`src/rtl/cpu_defs.sv`:
```
// rtl/cpu_defs.sv - shared register-file widths and constants
package cpu_defs;
    localparam int REG_ADDR_W = 5;
    localparam int DATA_W = 32;
    localparam int NUM_REGS = 1 << REG_ADDR_W;
    localparam logic [REG_ADDR_W-1:0] REG_ZERO = 5'd0;
endpackage

```
`src/rtl/regfile_scoreboard.sv`:
```
// rtl/regfile_scoreboard.sv - busy vector of registers with an outstanding mul/div write
module regfile_scoreboard
    import cpu_defs::*;
(
    input  logic                  clk,
    input  logic                  reset,
    input  logic                  set_valid,
    input  logic [REG_ADDR_W-1:0] set_addr,
    input  logic                  clr_valid,
    input  logic [REG_ADDR_W-1:0] clr_addr,
    input  logic [REG_ADDR_W-1:0] raddr1,
    input  logic [REG_ADDR_W-1:0] raddr2,
    output logic                  busy1,
    output logic                  busy2
);
    logic [NUM_REGS-1:0] busy_q;
    logic [NUM_REGS-1:0] busy_d;

    // Clear first so a same-cycle re-issue of the same register stays busy; $0 is never busy
    always_comb begin
        busy_d = busy_q;
        if (clr_valid) begin
            busy_d[clr_addr] = 1'b0;
        end
        if (set_valid && set_addr != REG_ZERO) begin
            busy_d[set_addr] = 1'b1;
        end
        busy_d[0] = 1'b0;
    end

    // Busy vector register
    always_ff @(posedge clk or posedge reset) begin
        if (reset) begin
            busy_q <= '0;
        end else begin
            busy_q <= busy_d;
        end
    end

    // Lookups see the registered state only; the write lands at the same edge as the read
    always_comb begin
        busy1 = busy_q[raddr1];
        busy2 = busy_q[raddr2];
    end
endmodule

```
`src/rtl/regfile_wport_arb.sv`:
```
// rtl/regfile_wport_arb.sv - register-file write-port arbiter between pipeline WB and mul/div
module regfile_wport_arb
    import cpu_defs::*;
#(
    parameter int STARVE_LIMIT = 4,
    parameter int CNT_W = 4
) (
    input  logic                  clk,
    input  logic                  reset,
    input  logic                  p_valid,
    input  logic [REG_ADDR_W-1:0] p_waddr,
    input  logic [DATA_W-1:0]     p_wdata,
    output logic                  p_ready,
    input  logic                  m_valid,
    input  logic [REG_ADDR_W-1:0] m_waddr,
    input  logic [DATA_W-1:0]     m_wdata,
    output logic                  m_ready,
    input  logic                  iss_valid,
    input  logic [REG_ADDR_W-1:0] iss_waddr,
    input  logic [REG_ADDR_W-1:0] raddr1,
    input  logic [REG_ADDR_W-1:0] raddr2,
    output logic                  busy1,
    output logic                  busy2,
    output logic                  rf_we,
    output logic [REG_ADDR_W-1:0] rf_waddr,
    output logic [DATA_W-1:0]     rf_wdata
);
    logic [CNT_W-1:0] starve_cnt_q;
    logic [CNT_W-1:0] starve_cnt_d;
    logic             force_m;
    logic             grant_p;
    logic             grant_m;

    // Pipeline wins by default; mul/div takes the port once it has waited STARVE_LIMIT cycles
    always_comb begin
        force_m  = (starve_cnt_q >= CNT_W'(STARVE_LIMIT));
        grant_m  = m_valid & (~p_valid | force_m);
        grant_p  = p_valid & ~grant_m;
        p_ready  = grant_p;
        m_ready  = grant_m;
        rf_waddr = '0;
        rf_wdata = '0;
        if (grant_m) begin
            rf_waddr = m_waddr;
            rf_wdata = m_wdata;
        end else if (grant_p) begin
            rf_waddr = p_waddr;
            rf_wdata = p_wdata;
        end
        rf_we = (grant_p | grant_m) & (rf_waddr != REG_ZERO);
    end

    // Count consecutive refused mul/div cycles, saturating at the counter maximum
    always_comb begin
        starve_cnt_d = '0;
        if (m_valid && !grant_m) begin
            starve_cnt_d = (starve_cnt_q == '1) ? starve_cnt_q : starve_cnt_q + 1'b1;
        end
    end

    // Starvation counter register
    always_ff @(posedge clk or posedge reset) begin
        if (reset) begin
            starve_cnt_q <= '0;
        end else begin
            starve_cnt_q <= starve_cnt_d;
        end
    end

    regfile_scoreboard u_scoreboard (
        .clk       (clk),
        .reset     (reset),
        .set_valid (iss_valid),
        .set_addr  (iss_waddr),
        .clr_valid (grant_m),
        .clr_addr  (m_waddr),
        .raddr1    (raddr1),
        .raddr2    (raddr2),
        .busy1     (busy1),
        .busy2     (busy2)
    );
endmodule
```
`config.mk`:
```
export PLATFORM = sky130hd
export DESIGN_NAME = regfile_wport_arb
export DESIGN_NICKNAME = d
export VERILOG_FILES = /design/src/rtl/cpu_defs.sv /design/src/rtl/regfile_scoreboard.sv /design/src/rtl/regfile_wport_arb.sv
export SDC_FILE = /design/constraint.sdc
export NUM_CORES = 1
export LEC_CHECK = 0
export ABC_AREA = 0
export BUFFER_PORTS_ARGS = -buffer_cell sky130_fd_sc_hd__buf_2
export CORE_UTILIZATION = 42
export CTS_CLUSTER_DIAMETER = 30
export CTS_CLUSTER_SIZE = 28
export DETAILED_ROUTE_END_ITERATION = 8
export GPL_TIMING_DRIVEN = 0
export HOLD_SLACK_MARGIN = 0.06
export PLACE_DENSITY_LB_ADDON = 0.15
export SETUP_SLACK_MARGIN = 0.15
export SYNTH_ARGS = -nofsm -noshare
export SYNTH_HDL_FRONTEND = slang
export SYNTH_HIERARCHICAL = 1
export SYNTH_SLANG_ARGS = --single-unit
```
`constraint.sdc`:
```
create_clock -name clk -period 1.85 [get_ports clk]
set_input_delay 0.2775 -clock clk [delete_from_list [all_inputs] [get_ports clk]]
set_output_delay 0.2775 -clock clk [all_outputs]
set_load 0.01 [all_outputs]
```
Word level (Yosys, flattened, before mapping). Index checks and enable logic that the tools add are counted.

Flip-flop bits (word level): 35. Input port bits: 94. Output and inout port bits: 42. Word-level logic and storage cells: 45.

Add/sub/neg operators: 1. $lt $le $gt $ge: 7. Equality and inequality tests: 2. Multiplexer cells: 16. Bitwise operators: 10. Reductions and logical operators: 7.

Operator list (count): $mux 32 (4); $and 32x32->32 (1); $not 32->32 (1); $or 32x32->32 (1); $lt 5x6->1 const B (4); $bmux 1 s5 (2); $demux 1 s5 (2); $ge 5x1->1 const B (2); $mux 5 (2); $reduce_bool 5->1 (2); $mux 4 (2); $add 4x1->4 const B (1); $eq 4x4->1 const B (1); $ge 4x3->1 const B (1); $logic_and 1x1->1 (4); $mux 1 (4); $and 1x1->1 (3); $ne 2x2->1 const B (1); $not 1->1 (2); $or 1x1->1 (2); $logic_not 1->1 (1).

Longest topological paths before layout. Gate-level depths: netlist of the first run.

Word-level depth: 9. Mapped depth: 9. Mapped depth without buffers: 6.

Modules after synthesis. Netlist of the first run, hierarchy kept.

By module, submodules not included: regfile_scoreboard (instances 1, cells an instance 194, area each 1848.0 um^2, seq. area each 775.7 um^2); regfile_wport_arb (instances 1, cells an instance 142, area each 913.4 um^2, seq. area each 100.1 um^2).

Worst setup path after synthesis of the first run. Ideal clock, no wire load.

Path type: reg2reg. Start: register starve_cnt_q[2]. End: register u_scoreboard.busy_q[4]. Setup time: 129 ps. Arrival time: 1818 ps. Data required time: 1721 ps. Setup slack: -97 ps. Stages on the path, launching flop included: 10. Buffers on the path: 3. Period minus slack after synthesis: 1947 ps. Cell sequence: dfrtp_1 > nor2_1 > a21bo_1 > clkbuf_2 > buf_6 > buf_6 > inv_1 > or3b_2 > o21ai_0 > o21ai_0.

Word-level cells in the longest chain between the ends: 6.

Ends and longest elaborated chain: start, declared (RTL line regfile_wport_arb.sv:28) `logic [CNT_W-1:0] starve_cnt_q;`; start signal, assigned (RTL line regfile_wport_arb.sv:66) `starve_cnt_q <= starve_cnt_d;`; $ge 4x3->1 * (RTL line regfile_wport_arb.sv:36) `force_m = (starve_cnt_q >= CNT_W'(STARVE_LIMIT));`; $or 1x1->1 * (RTL line regfile_wport_arb.sv:37) `grant_m = m_valid & (~p_valid | force_m);`; $and 1x1->1 * (RTL line regfile_wport_arb.sv:37); named net m_ready (RTL line regfile_wport_arb.sv:17) `output logic m_ready,`; $mux 32 * (RTL line regfile_scoreboard.sv:22) `if (clr_valid) begin`; $or 32x32->32 (no line); $mux 32 * (RTL line regfile_scoreboard.sv:25) `if (set_valid && set_addr != REG_ZERO) begin`; named net u_scoreboard.busy_d[4] (RTL line regfile_scoreboard.sv:17) `logic [NUM_REGS-1:0] busy_d;`; end signal, assigned (RTL line regfile_scoreboard.sv:36) `busy_q <= busy_d;`; end, declared (RTL line regfile_scoreboard.sv:16) `logic [NUM_REGS-1:0] busy_q;`.

Mark *: on every way through the listed nets, which the timed path passes. The rest lies on a longest branch. A chain may end at the register's enable or synchronous reset.

Worst setup path in the final report of the first run.
Start: register starve_cnt_q[2]. End: register u_scoreboard.busy_q[20].

Word-level cells in the longest chain between the ends: 6.

Ends and longest elaborated chain (RTL line): $ge 4x3->1 * (regfile_wport_arb.sv:36); $or 1x1->1 * (regfile_wport_arb.sv:37); $and 1x1->1 * (regfile_wport_arb.sv:37); $mux 32 * (regfile_scoreboard.sv:22); $or 32x32->32 (no line); $mux 32 * (regfile_scoreboard.sv:25); named net u_scoreboard.busy_d[20] (regfile_scoreboard.sv:17).

Marks and branches as above.

==> impl_results.md, run 1 <==
- Status: complete, but fails checks
- Failing checks: negative setup slack
- Grt total ovfl: 0
- Detailed-placement wirelength estimate: approximately 6600 um
- Slew of the pin with the lowest slew margin: about 0.67 ns
- Non-Filler Instances: approximately 570
- Max_cap viols: 0
- # rows: 29
- CTS max path bufs: 2
- Startpoint type of the worst setup path: flop
- Setup TNS: -2.58 ns
- Lkg Pwr: ~0.0022 uW
- Avg Cell Area, Syn: around 8 um^2
- Cells after synthesis: 336
- Total number of vias: about 3000
- Final net count: slightly below 600
- Final-report max-slew violation count: 0
- First-pass GRT wire length: about 13000 um
- Clk Latency, worst-skew pair: roughly 0.28 ns
- Worst setup EP type: flop
- DRC errors left: 0
- Initial antenna violation count: 0
- Combinational share of power: approximately two fifths
- Minimum clock period after layout: around 2.0 ns
- DR WL met2: between 4000 and 5000 um
- CTS tree: done
- Area share of the leading cell type in the synthesized netlist: a little under a third
- Fillers: roughly 570
- Synth Cell Area: 0.00276 mm^2
- GPL Wtd Cong: between 0.8 and 0.9
- Syn nets: ~430
- Wire length per cell: 14.9 um
- Wl on met1: 3540 um
- Final hold viol count: 0
- Crit path arrival time: 2.17 ns
- Root buffer cell: clkbuf_8
- #FFs+latches synth: 35
- RSZ-0062 raised after global routing: true
- Commonest non-fill, non-tap cells in the layout: buf_2, mux2i_1, nand2_1, inv_1, o21ai_1
- Final core occ: between 60% and 70%
- DIE HEIGHT: 83.1 um
- Top Layer Used: met4
- Ant diodes: 0
- WS Path Type: flop to flop
- Slew margin rel.: approximately 55%
- Clock power share: between 10% and 20%
- DRT Pass-1 Iters: 4
- Commonest non-fill, non-tap cell in the layout: buf_2
- Min setup slack post-route: -0.152 ns
- Worst Path Required: 2.02 ns
- TritonCTS Sinks: 35
- Crit path max fanout: 7
- H-tree level count: 2
- Largest net degree at the start of global routing: 32
- DR vias/cell: 5.26
- Std-Cell Core Area: about 0.0063 mm^2
- # port buffers: 131
- Switching part of the total: around a third
- Placed Instances: between 500 and 600
- Total die area: just under 0.007 mm^2
- Share of cells above drive strength 1: between 40% and 50%
- Internal power: between 1500 and 2000 uW
- Routed WL: around 8500 um
- Post-synthesis cell type count: 32
- Die width: just over 80 um
- Worst Clk Skew: about 0.0025 ns
- Met3 WL: 523 um
- Psw: approximately 900 uW
- Post-route ant nets: 0
- Tcrit/Tclk final: 108%
- Largest cells by area after synthesis: dfrtp_1, mux2i_1, o21ai_0, nand2_1, inv_1
- Flop pwr share: 41.7%
- Fmax: approximately 500 MHz
- Sequential share of the synthesized area: a little under a third
- DR iter-0 viols: 162
- Worst hold path class: input port to flop
- Yosys warns: 6
- Vias in the first global route: between 2000 and 3000
- Initial core utilization: a little over two fifths
- Total global routing track utilization: 24.2%
- Layout area overhead: 46.1%
- Worst VDD drop: approximately 0.36 mV
- Synth area leader: dfrtp_1
- CTS buffer count: 5
- I/O Pins: 136
- # setup viols final: 44
- Power Dens Cells: approximately 660 mW/mm^2
- Clk pin slew, worst setup/hold paths: 0.07 ns
[flip-flops by register name, summed over array words and instances, names as in the netlist]
signal / count
starve_cnt_q: 4
u_scoreboard/busy_q: 31
[power by group through the flow]
stage | logic [uW] | clock network (uW) | registers (uW)
after floorplan | 545 | 0 | 1030
after global placement | 817 | 0 | 1080
after detailed placement | 831 | 0 | 1090
after CTS | 914 | 528 | 1080
after global routing | 1120 | 563 | 1120
final | 1020 | 519 | 1100
[cell families (layout without fill, tap and decap cells)]
family,Yosys count,after routing,share of synthesized area (%)
other,1,1,0.136
muxes,61,61,24.8
and+or+nand+nor,100,100,17.9
AOI/OAI and AO/OA,81,81,16.0
adders and majority gates,1,1,0.453
buffers and inverters,57,213,8.93
DFF,35,35,31.7
[stage by stage]
| stage | instance area, um^2 | power (uW) | setup WS [ns] | hold WS (ns) |
|---|---|---|---|---|
| 3_3_place_gp | 3520 | 1900 | 0.00612 | 0.170 |
| 4_1_cts | 3770 | 2520 | -0.111 | 0.365 |
| 3_5_place_dp | 3520 | 1920 | -0.0203 | 0.173 |
| 5_1_grt | 4040 | 2800 | -0.229 | 0.384 |
| 2_1_floorplan | 2770 | 1570 | 0.149 | 0.0436 |
| 6_report | 4040 | 2650 | -0.152 | 0.377 |
[synth_stat cells]
cell type and number:
dfrtp_1 35, nor2_1 11, mux2i_1 55, a21oi_1 6, nand2_1 44, o2111ai_1 2
a22oi_1 4, or3_1 2, nor3_1 1, inv_1 42, or3b_2 4, buf_2 7
nand4_1 2, and2_1 3, mux4_2 6, o211ai_1 2, conb_1 1, clkbuf_1 3
o2bb2ai_1 1, buf_6 2, ha_1 1, nand2b_1 4, nand3b_1 10, buf_4 2
and3_1 1, o21ai_0 63, clkbuf_2 1, nand3_1 12, a211oi_1 2, a21bo_1 1
or4_1 1, nor2b_1 5
[worst max-delay path: stages, from the launching register on]
cell       delay [ns]
dfrtp_1          0.36
nor2_2           0.05
a21bo_1          0.20
buf_8            0.13
buf_8            0.13
clkbuf_16        0.16
buf_12           0.12
clkinv_8         0.04
or3b_4           0.45
o21ai_1          0.16
o21ai_1          0.08
[routing by layer]
| layer | track usage [%] | vias up |
|---|---|---|
| li1 | - | 1480 |
| met1 | 30.2 | 1389 |
| met2 | 41.4 | 109 |
| met3 | 4.67 | 13 |
| met4 | 8.78 | 0 |
| met5 | 0 | - |
[final cells by class]
cell class              count  area, um^2  area share (%)
well taps                  77        96.3            2.39
clock inverters             1        5.00           0.124
inverters                  42         174            4.31
multi-input cells         244        1820            45.1
repair buffers            148         860            21.3
flip-flops and latches     35         876            21.7
plain buffers              15         128            3.16
clock buffers               7        76.3            1.89
[path summary, 6_finish.rpt]
check / from / endpoint / slack, ns / cells after the start
min in group asynchronous: reset / starve_cnt_q[1]$_DFFE_PP0P_ / 0.44 / 3
min: iss_waddr[4] / u_scoreboard/busy_q[17]$_DFF_PP0_ / 0.38 / 3
min reg2reg: starve_cnt_q[0]$_DFFE_PP0P_ / starve_cnt_q[0]$_DFFE_PP0P_ / 0.43 / 1
max: starve_cnt_q[2]$_DFFE_PP0P_ / u_scoreboard/busy_q[20]$_DFF_PP0_ / -0.15 / 10
max reg2reg: starve_cnt_q[2]$_DFFE_PP0P_ / u_scoreboard/busy_q[20]$_DFF_PP0_ / -0.15 / 10
max in group asynchronous: reset / u_scoreboard/busy_q[6]$_DFF_PP0_ / 0.82 / 3
[what timing repair did]
item | 4_1_cts | 5_1_grt
endpoints found under the hold margin | 4 | 0
setup buffers | 5 | 9
gates resized for setup | 55 | 47
pin swaps | 21 | 21
cloned | 0 | 2
endpoints found under the setup margin | 72 | 103
hold buffers | 1 | 0
Power figures use the tool's default switching activity.
==> run 2: changes to the inputs <==
--- a/config.mk
+++ b/config.mk
@@ -7,7 +7,7 @@
 export LEC_CHECK = 0
 export ABC_AREA = 0
 export BUFFER_PORTS_ARGS = -buffer_cell sky130_fd_sc_hd__buf_2
-export CORE_UTILIZATION = 42
+export CORE_UTILIZATION = 41
 export CTS_CLUSTER_DIAMETER = 30
 export CTS_CLUSTER_SIZE = 28
 export DETAILED_ROUTE_END_ITERATION = 8
@@ -17,5 +17,4 @@
 export SETUP_SLACK_MARGIN = 0.15
 export SYNTH_ARGS = -nofsm -noshare
 export SYNTH_HDL_FRONTEND = slang
-export SYNTH_HIERARCHICAL = 1
 export SYNTH_SLANG_ARGS = --single-unit
==> impl_results.md, run 2 <==
- Status: complete, but fails checks
- Failing checks: negative setup slack
- #FFs+latches synth: 35 (unchanged)
- Place WS: -0.313 ns (-0.293 ns)
- Layout area overhead: 46.9%
- Root buffer cell: clkbuf_8
- Final hold viol count: 0 (unchanged)
- Final-report max-slew violation count: 0 (unchanged)
- Placed Area: 0.00333 mm^2 (-5.5%)
- Initial core utilization: 43.1% (-0.40 points)
- Std-Cell Core Area: 0.00599 mm^2 (-5.7%)
- Lkg Pwr: 0.00191 uW (-12%)
- Worst hold path class: input port to async pin
- Setup slack, reg-to-reg: 0.17 ns (+0.32 ns)
- Post-route ant nets: 0 (unchanged)
- Clock power share: 20.3% (+0.7 points)
- DRT Pass-1 Iters: 4 (unchanged)
- GPL Wtd Cong: 0.830 (+2.7%)
- DR vias/cell: 5.55 (+5.6%)
- Slew margin rel.: 50.9% (-4.2 points)
- # port buffers: 127 (-3.1%)
- DIE HEIGHT: 81.3 um (-2.1%)
- Crit path largest cell delay: 0.48 ns (+0.03 ns)
- Area share of the leading cell type in the synthesized netlist: 33.9% (+2.2 points)
- Internal power: 1690 uW (-3.1%)
- Total number of vias: 3124 (+4.4%)
- Min setup slack post-route: -0.424 ns (-0.272 ns)
- R2r worst-path depth: 6 (-4)
- Max reg flops: 31 (unchanged)
- Crit path arrival time: 2.00 ns (-0.17 ns)
- Combinational share of power: 37.6% (-1.1 points)
- Vias in the first global route: 2684 (-5.4%)
- Psw: 911 uW (+1.3%)
- Synth cell count leaders: nand2_1, o21ai_0, nand3_1, dfrtp_1, mux2i_1
- Synth Cell Area: 0.00258 mm^2 (-6.5%)
- Fmax: 440 MHz (-12%)
- Post-synth EDFFs: 0 (unchanged)
- DR iter-0 viols: 181 (+12%)
- Synth area leader: dfrtp_1
- Main synth FF type: dfrtp_1
- Worst setup EP type: output pin
- CTS buffer count: 5 (unchanged)
- Most numerous cell in the Yosys netlist: nand2_1
- DRC errors left: 0 (unchanged)
- I/O Pins: 136 (unchanged)
- Critical-path cell list: or3b_4, buf_6, nand3_2, o21ai_4, or4_4, buf_6
- Reg-to-reg startpoint: starve_cnt_q[2]$_DFFE_PP0P_
- Clk pin slew, worst setup/hold paths: 0.06 ns (about the same)
- CP bufs+invs: 2 (-3)
- Share of cells above drive strength 1: 41.4% (-1.5 points)
- Largest delay share family, worst path: simple AND/OR/NAND/NOR gates
- Worst VDD drop: 0.312 mV (-14%)
- Worst Clk Skew: 0.00648 ns (+0.00400 ns)
- # setup viols final: 41 (-6.8%)
- Cells after synthesis: 340 (+1.2%)
- Hold Buf Count CTS: 0 (-1)
- Wire length per cell: 16.1 um (+8.0%)
- Flop pwr share: 42.0% (+0.3 points)
- Sequential share of the synthesized area: 33.9% (+2.2 points)
- Grt total ovfl: 0 (unchanged)
- Die width: 81.3 um (-2.1%)
- Largest net degree at the start of global routing: 36 (+13%)
- Routed WL: 9080 um (+6.9%)
- Ant diodes: 0 (unchanged)
- Slew of the pin with the lowest slew margin: 0.735 ns (+0.0634 ns)
- Worst Path Required: 1.57 ns (-0.45 ns)
- Fillers: 546 (-3.7%)
- Commonest non-fill, non-tap cell in the layout: buf_2
- WS Path Type: flop to output pin
- Async SR Flop Fraction: 100% (unchanged)
- Minimum clock period after layout: 2.27 ns (+0.272 ns)
- CTS max path bufs: 2 (unchanged)
- Syn nets: 435 (+0.93%)
- Total Power Consumption: 2600 uW (-1.6%)
- RSZ-0062 raised after global routing: true
- H-tree level count: 2 (unchanged)
- Post-synthesis cell type count: 34 (+6.3%)
- Clk Latency, worst-skew pair: 0.29 ns (about the same)
- # rows: 28 (-3.4%)
- Instance count on the critical path: 6 (-4)
- Startpoint type of the worst setup path: flop
- Yosys warns: 0 (-6)
- Switching part of the total: 35.0% (+0.99 points)
- CTS tree: done
- Final instance area: 0.00379 mm^2 (-6.0%)
- Commonest non-fill, non-tap cells in the layout: buf_2, nand2_1, nand3_1, dfrtp_1, o21ai_1
- Avg Cell Area, Syn: 7.59 um^2 (-7.6%)
- Biggest register: u_scoreboard.busy_q
- TritonCTS Sinks: 35 (unchanged)
- Crit path max fanout: 5 (-2)
- Initial antenna violation count: 0 (unchanged)
- Total die area: 0.00662 mm^2 (-4.1%)
- Total global routing track utilization: 26.8% (+2.6 points)
- Final net count: 582 (-0.68%)
- Largest cells by area after synthesis: dfrtp_1, o21ai_0, nand2_1, nand3_1, mux2i_1
- Cell mode on critical path: buf_6
- Biggest registers after layout: u_scoreboard.busy_q: 31 flops, starve_cnt_q: 4 flops
- Max_cap viols: 0 (unchanged)
- Final core occ: 63.3% (-0.26 points)
- Power Dens Cells: 687 mW/mm^2 (+4.7%)
- Detailed-placement wirelength estimate: 6690 um (+2.1%)
- Reg2reg end: u_scoreboard.busy_q[28]$_DFF_PP0_
- Crit path max-delay cell type: or4_4
- First-pass GRT wire length: 13100 um (-1.7%)
- Tcrit/Tclk final: 123% (+15 points)
[run 2: cell count changes in the layout (fill, tap and decap cells not counted), sizes merged, moves of 2 or more]
| cell | delta |
|---|---|
| nand2 | +33 |
| nand3b | -2 |
| buf | -2 |
| clkbuf | +2 |
| nand4b | +2 |
| nand3 | +36 |
| inv | -35 |
| o21ai | +3 |
| mux2i | -37 |
[run 2: layer usage]
layer  up-vias  part of all wire, %  GRT usage (%)
met3         8                  6.1           5.06
met5         -                    0              0
met4         0                 0.97           8.93
li1       1511                    -              -
met1      1481                   42           35.1
met2       124                   51           44.2
[run 2: cells by family (layout without fill, tap and decap cells)]
kind of cell / after synthesis / after routing / synth area share, %
mux: 24 / 24 / 12.2
buf+inv: 27 / 175 / 4.41
compound gates: 84 / 84 / 17.7
simple gates: 168 / 168 / 31.1
fa+ha+maj: 1 / 1 / 0.485
other cells: 1 / 1 / 0.145
flops: 35 / 35 / 33.9
[run 2: layout make-up]
cell class	count	area, um^2	share of cell area, %
multi-input cells	278	1740	45.8
plain buffers	22	151	3.99
inverters	5	21.3	0.561
well taps	75	93.8	2.48
clock buffers	7	76.3	2.01
repair buffers	140	832	21.9
clock inverters	1	5.00	0.132
flip-flops and latches	35	876	23.1
[run 2: what timing repair did]
action / in CTS / in global routing
gates resized for setup: 39 / 70
cloned: 0 / 3
pin swaps: 24 / 14
setup buffers: 3 / 7
endpoints found under the setup margin: 43 / 73
[run 2: worst max-delay path by stage]
stage	start	endpoint
6_report	starve_cnt_q[2]$_DFFE_PP0P_	rf_we
4_1_cts	starve_cnt_q[3]$_DFFE_PP0P_	rf_wdata[24]
5_1_grt	starve_cnt_q[2]$_DFFE_PP0P_	rf_we
3_3_place_gp	p_valid	rf_we
3_5_place_dp	p_valid	rf_we
2_1_floorplan	starve_cnt_q[2]$_DFFE_PP0P_	rf_we
[run 2: power groups by stage]
stage                     logic (uW)  clock network [uW]  registers [uW]
after global placement           793                   0            1080
after CTS                        881                 535            1080
final                            980                 530            1090
after global routing            1070                 569            1110
after detailed placement         814                   0            1090
after floorplan                  525                   0            1030
[run 2: worst reg2reg max path, stage by stage, from the launching register on]
cell and delay [ns]:
dfrtp_1 0.37, or3b_4 0.15, buf_6 0.12, buf_4 0.13
or4b_4 0.56, o21ai_2 0.15, o21ai_0 0.09
[run 2: stage by stage]
step / TNS, ns / hold WS, ns / std cells
6_report: -12.77 / 0.113 / 563
5_1_grt: -15.26 / 0.187 / 563
4_1_cts: -14.11 / 0.367 / 553
3_5_place_dp: -6.05 / 0.459 / 542
3_3_place_gp: -5.67 / 0.427 / 542
2_1_floorplan: 0 / 0.414 / 340
